$ cat src/rtl/csa_mult_seq.sv
// Sequential multiplier: partial products folded into a carry-save pair a few
// rows per cycle, then resolved with a single carry-propagate add.
module csa_mult_seq #(
  parameter int unsigned WIDTH        = 8,
  parameter int unsigned PP_PER_CYCLE = 2
) (
  input  logic                 clk,
  input  logic                 rst_n,
  input  logic                 in_valid,
  output logic                 in_ready,
  input  logic [WIDTH-1:0]     a,
  input  logic [WIDTH-1:0]     b,
  input  logic                 signed_mode,
  output logic                 out_valid,
  input  logic                 out_ready,
  output logic [2*WIDTH-1:0]   p,
  output logic                 busy
);

  localparam int unsigned PW = 2 * WIDTH;
  localparam int unsigned N  = WIDTH / PP_PER_CYCLE;
  localparam int unsigned CW = (N > 1) ? $clog2(N) : 1;

  typedef enum logic [1:0] {IDLE, ACCUM, RESOLVE, DONE} state_t;

  state_t          state_q, state_d;
  logic [PW-1:0]   mcand_q;
  logic [WIDTH-1:0] mplier_q;
  logic            sgn_q;
  logic [CW-1:0]   cnt_q;
  logic [PW-1:0]   sum_q, carry_q;
  logic [PW-1:0]   sum_d, carry_d;
  logic            last_c;

  assign last_c = (cnt_q == CW'(N - 1));

  // State register plus registered handshake/status outputs
  always_ff @(posedge clk or negedge rst_n) begin
    if (!rst_n) begin
      state_q   <= IDLE;
      in_ready  <= 1'b1;
      busy      <= 1'b0;
      out_valid <= 1'b0;
    end else begin
      state_q   <= state_d;
      in_ready  <= (state_d == IDLE);
      busy      <= (state_d != IDLE);
      out_valid <= (state_d == DONE);
    end
  end

  // Next-state logic
  always_comb begin
    state_d = state_q;
    unique case (state_q)
      IDLE:    if (in_valid)  state_d = ACCUM;
      ACCUM:   if (last_c)    state_d = RESOLVE;
      RESOLVE:                state_d = DONE;
      DONE:    if (out_ready) state_d = IDLE;
      default:                state_d = IDLE;
    endcase
  end

  // 3:2 compressor chain; the signed top row is inverted and its +1 rides in
  // the free LSB of the shifted carry vector.
  always_comb begin
    logic [PW-1:0] row;
    logic [PW-1:0] maj;
    logic          neg;
    sum_d   = sum_q;
    carry_d = carry_q;
    for (int k = 0; k < int'(PP_PER_CYCLE); k++) begin
      row = mplier_q[k] ? (mcand_q << k) : '0;
      neg = sgn_q && last_c && (k == int'(PP_PER_CYCLE) - 1);
      if (neg) row = ~row;
      maj     = (sum_d & carry_d) | (sum_d & row) | (carry_d & row);
      sum_d   = sum_d ^ carry_d ^ row;
      carry_d = {maj[PW-2:0], neg};
    end
  end

  // Operand, accumulator and product registers
  always_ff @(posedge clk or negedge rst_n) begin
    if (!rst_n) begin
      mcand_q  <= '0;
      mplier_q <= '0;
      sgn_q    <= 1'b0;
      cnt_q    <= '0;
      sum_q    <= '0;
      carry_q  <= '0;
      p        <= '0;
    end else begin
      unique case (state_q)
        IDLE: begin
          if (in_valid) begin
            mcand_q  <= {{WIDTH{signed_mode & a[WIDTH-1]}}, a};
            mplier_q <= b;
            sgn_q    <= signed_mode;
            cnt_q    <= '0;
            sum_q    <= '0;
            carry_q  <= '0;
          end
        end
        ACCUM: begin
          sum_q    <= sum_d;
          carry_q  <= carry_d;
          mcand_q  <= mcand_q << PP_PER_CYCLE;
          mplier_q <= mplier_q >> PP_PER_CYCLE;
          cnt_q    <= cnt_q + CW'(1);
        end
        RESOLVE: p <= sum_q + carry_q;
        default: ;
      endcase
    end
  end

endmodule

$ cat config.mk
export PLATFORM = sky130hd
export DESIGN_NAME = csa_mult_seq
export DESIGN_NICKNAME = d
export VERILOG_FILES = /design/src/rtl/csa_mult_seq.sv
export SDC_FILE = /design/constraint.sdc
export NUM_CORES = 1
export LEC_CHECK = 0
export ABC_CLOCK_PERIOD_IN_PS = 6700
export BUFFER_PORTS_ARGS = -buffer_cell sky130_fd_sc_hd__buf_2
export CORE_MARGIN = 2
export CORE_UTILIZATION = 40
export DETAILED_ROUTE_END_ITERATION = 6
export GPL_TIMING_DRIVEN = 0
export SLEW_MARGIN = 20
export SYNTH_ARGS = -nofsm -noshare
export SYNTH_HDL_FRONTEND = slang
export SYNTH_SLANG_ARGS = --single-unit
$ cat constraint.sdc
create_clock -name clk -period 6.7 [get_ports clk]
set_clock_uncertainty 0.15 [all_clocks]
set_input_delay 0.335 -clock clk [delete_from_list [all_inputs] [get_ports clk]]
set_output_delay 0.335 -clock clk [all_outputs]
set_load 0.02 [all_outputs]
==> qor.json <==
{
  "placed_cell_area": {"value": 5330, "unit": "um^2"},
  "synth_most_common_cell": {"value": "sky130_fd_sc_hd__nand2_1"},
  "start_util": {"value": 41.0, "unit": "%"},
  "fmaxAchievable": {"value": 0.382, "unit": "GHz"},
  "crit-reg2reg-launch": {"value": "mplier_q[0]$_DFFE_PN0P_"},
  "p_per_area": {"value": 474, "unit": "nW/um^2"},
  "p_seq_share": {"value": 31.7, "unit": "%"},
  "grt_start_max_net_pins": {"value": 57},
  "cts_max_path_buffers": {"value": 2},
  "crit_arrival": {"value": 2.67, "unit": "ns"},
  "synth_top_cell_area_share": {"value": 40.1, "unit": "%"},
  "synthesis.nets": {"value": 573},
  "antennaDiodeCount": {"value": 0},
  "worst_r2r_endpoint": {"value": "sum_q[10]$_DFFE_PN0P_"},
  "power_frac_comb": {"value": 49.8, "unit": "%"},
  "vdd_drop_max": {"value": 0.243, "unit": "mV"},
  "cts_root_buf": {"value": "sky130_fd_sc_hd__clkbuf_16"},
  "finish.utilization": {"value": 47.0, "unit": "%"},
  "leakage": {"value": 0.00243, "unit": "uW"},
  "route.final.wire_length": {"value": 11.5, "unit": "mm"},
  "cell_type_contributing_the_most_total_cell_area_after_synthesis": {"value": "sky130_fd_sc_hd__dfrtp_1"},
  "min_path_cells": {"value": 2},
  "via_count": {"value": 3784},
  "timing.final.max_slew_violations": {"value": 0},
  "synth_area": {"value": 4920, "unit": "um^2"},
  "critPathRequiredTime": {"value": 6.75, "unit": "ns"},
  "synth_async_sr_flop_share": {"value": 100, "unit": "%"},
  "setup_viol_count_final": {"value": 0},
  "synth.cells.most_frequent": {"value": "90 x sky130_fd_sc_hd__nand2_1, 79 x sky130_fd_sc_hd__dfrtp_1, 63 x sky130_fd_sc_hd__o21ai_0"},
  "insertion_delay": {"value": 0.34, "unit": "ns"},
  "clock-sinks": {"value": 80},
  "port_buffers": {"value": 39},
  "yosys_warnings": {"value": 0},
  "antenna_violating_nets_post_route": {"value": 0},
  "period_needed": {"value": 2.62, "unit": "ns"},
  "post_synth_num_cell_types": {"value": 54},
  "timing.reg2reg.worst_path_depth": {"value": 6},
  "yosys_register_bits": {"value": 80},
  "grt_pass1_wl": {"value": 19.8, "unit": "mm"},
  "post_cts_setup_buffers": {"value": 0},
  "floorplan.die.height": {"value": 115, "unit": "um"},
  "dr.pass1.iters": {"value": 5},
  "outcome": {"value": "finished clean"},
  "design.die.area": {"value": 13200, "unit": "um^2"},
  "fp.coreArea": {"value": 12000, "unit": "um^2"},
  "syn_inst": {"value": 505},
  "grt_remaining_overflow": {"value": 0},
  "worst_hold_path.endpoint": {"value": "sgn_q$_DFFE_PN0P_"},
  "timing.critical_path.fanout_max": {"value": 10},
  "cts_htree_levels": {"value": 3},
  "r2r_setup_slack": {"value": 4.08, "unit": "ns"},
  "timing.setup.critical_path_class": {"value": "flip-flop to flip-flop"},
  "layout-drive-gt1-share": {"value": 12.1, "unit": "%"},
  "hold_path.class": {"value": "primary input to flip-flop"},
  "tritoncts": {"value": "built"},
  "synth-seq-area-share": {"value": 40.7, "unit": "%"},
  "synth_area_leaders": {"value": "sky130_fd_sc_hd__dfrtp_1 40%, sky130_fd_sc_hd__fa_1 12%, sky130_fd_sc_hd__nand2_1 6.9%"},
  "std_cell_rows": {"value": 40},
  "clock_power_share": {"value": 18.4, "unit": "%"},
  "clkSlewWorstSetupHoldPaths": {"value": 0.06, "unit": "ns"},
  "gp_congestion": {"value": 0.816},
  "dpl.hpwl": {"value": 8.45, "unit": "mm"},
  "hold_path.startpoint": {"value": "signed_mode"},
  "via_per_inst": {"value": 5.34},
  "post-route-drc-count": {"value": 0},
  "finalInstanceArea": {"value": 5640, "unit": "um^2"},
  "worst_setup_end_kind": {"value": "flip-flop"},
  "iteration_0_drc_count_of_the_detailed_router": {"value": 271},
  "grt_antenna_before_repair": {"value": 0},
  "post-route-period-util": {"value": 39.1, "unit": "%"},
  "number_of_flops_mapped_to_enable_cells_by_yosys": {"value": 0},
  "numCtsBuffers": {"value": 9},
  "syn_area_per_cell": {"value": 9.75, "unit": "um^2"},
  "net_switching_component_of_the_power": {"value": 1170, "unit": "uW"},
  "setup_total_negative_slack": {"value": 0, "unit": "ns"},
  "hold_viol_final": {"value": 0},
  "switching_part_of_the_total": {"value": 43.6, "unit": "%"},
  "n_fill_cell": {"value": 1135},
  "post_synthesis_to_final_layout_area_growth": {"value": 14.6, "unit": "%"},
  "start_kind": {"value": "flip-flop"},
  "worstMarginPinSlew": {"value": 0.600, "unit": "ns"},
  "power.internal": {"value": 1510, "unit": "uW"},
  "wire_per_inst": {"value": 16.2, "unit": "um"},
  "dominantRegCellSynth": {"value": "sky130_fd_sc_hd__dfrtp_1"},
  "design.final.nets": {"value": 625},
  "slew_headroom": {"value": 59.7, "unit": "%"},
  "grt_pass1_vias": {"value": 3824},
  "timing.max_cap.violations": {"value": 0},
  "chipWidth": {"value": 115, "unit": "um"},
  "number_of_ports_placed_on_the_die_boundary": {"value": 40},
  "gr-usage-all-layers": {"value": 19.0, "unit": "%"},
  "rsz0062_at_grt": {"value": "false"}
}
## registers in the layout, indices dropped and copies added, names as in the netlist
signal / cells
carry_q: 16
mcand_q: 16
p: 16
sum_q: 16
mplier_q: 8
cnt_q: 2
state_q: 2
busy: 1
in_ready: 1
out_valid: 1
sgn_q: 1
## critical path: stages (launching register included)
cell and delay [ns]:
sky130_fd_sc_hd__dfrtp_1 0.32, sky130_fd_sc_hd__clkbuf_1 0.36, sky130_fd_sc_hd__clkbuf_1 0.38, sky130_fd_sc_hd__nand2_1 0.15, sky130_fd_sc_hd__fa_1 0.50, sky130_fd_sc_hd__fa_1 0.54
sky130_fd_sc_hd__o21ai_0 0.08
## repair_timing
action / in CTS / in global routing
hold buffers: 1 / 0
gates resized for setup: 0 / 0
endpoints found under the hold margin: 24 / 0
## worst max path at each step
stage,from,end,slack (ns),cells past startpoint
3_5_place_dp,mplier_q[0]$_DFFE_PN0P_,sum_q[10]$_DFFE_PN0P_,4.09,6
4_1_cts,mplier_q[0]$_DFFE_PN0P_,sum_q[6]$_DFFE_PN0P_,4.06,6
5_1_grt,mplier_q[0]$_DFFE_PN0P_,sum_q[6]$_DFFE_PN0P_,3.90,6
3_3_place_gp,mplier_q[0]$_DFFE_PN0P_,sum_q[6]$_DFFE_PN0P_,4.13,6
2_1_floorplan,mplier_q[0]$_DFFE_PN0P_,sum_q[10]$_DFFE_PN0P_,4.47,6
6_report,mplier_q[0]$_DFFE_PN0P_,sum_q[10]$_DFFE_PN0P_,4.08,6
## power by group through the flow
| stage | clock network, uW | registers, uW | logic, uW |
|---|---|---|---|
| after floorplan | 0 | 868 | 940 |
| after global placement | 0 | 846 | 1290 |
| after detailed placement | 0 | 854 | 1330 |
| after CTS | 500 | 848 | 1340 |
| after global routing | 515 | 878 | 1540 |
| final | 493 | 849 | 1330 |
## layout by cell type (no fill, tap or decap), types with 17 or more instances in the layout
cell type / netlist / routed
sky130_fd_sc_hd__o21ai_0: 63 / 63
sky130_fd_sc_hd__ha_1: 17 / 17
sky130_fd_sc_hd__nand2_1: 90 / 90
sky130_fd_sc_hd__buf_2: 4 / 42
sky130_fd_sc_hd__fa_1: 30 / 30
sky130_fd_sc_hd__dfrtp_1: 79 / 79
sky130_fd_sc_hd__xnor2_1: 20 / 20
sky130_fd_sc_hd__clkbuf_1: 24 / 24
sky130_fd_sc_hd__inv_1: 34 / 34
## final cells by class
type	count	area, um^2	share of cell area (%)
Inverter	34	128	2.26
Multi-Input combinational cell	362	2680	47.5
Buffer	29	114	2.02
Clock inverter	6	58.8	1.04
Timing Repair Buffer	41	235	4.17
Sequential cell	80	2000	35.5
Clock buffer	10	239	4.24
Tap cell	147	184	3.26
## cells by family after synthesis
family	Yosys count	synth area share (%)
mux	8	1.68
flops	80	40.7
xor+xnor	23	4.09
compound gates	133	17.7
simple gates	151	14.5
buf+inv	63	4.90
fa+ha+maj	47	16.5
## metal layers
layer / vias to the layer above / wire length [um] / track usage (%)
met5: - / 0 / 0
met4: 0 / 134 / 5.06
met3: 11 / 459 / 3.53
met2: 107 / 5280 / 29.8
met1: 1828 / 5580 / 27.1
li1: 1838 / - / -
## stage by stage
stage	std cells	hold slack [ns]	power [uW]	setup slack [ns]
after CTS	709	0.0857	2690	4.06
after global placement	691	0.308	2140	4.13
after global routing	709	0.0926	2930	3.90
after detailed placement	692	0.125	2180	4.09
after floorplan	505	-0.111	1810	4.47
final	709	0.0965	2680	4.08
No activity file was read; power rests on OpenSTA's default activity.
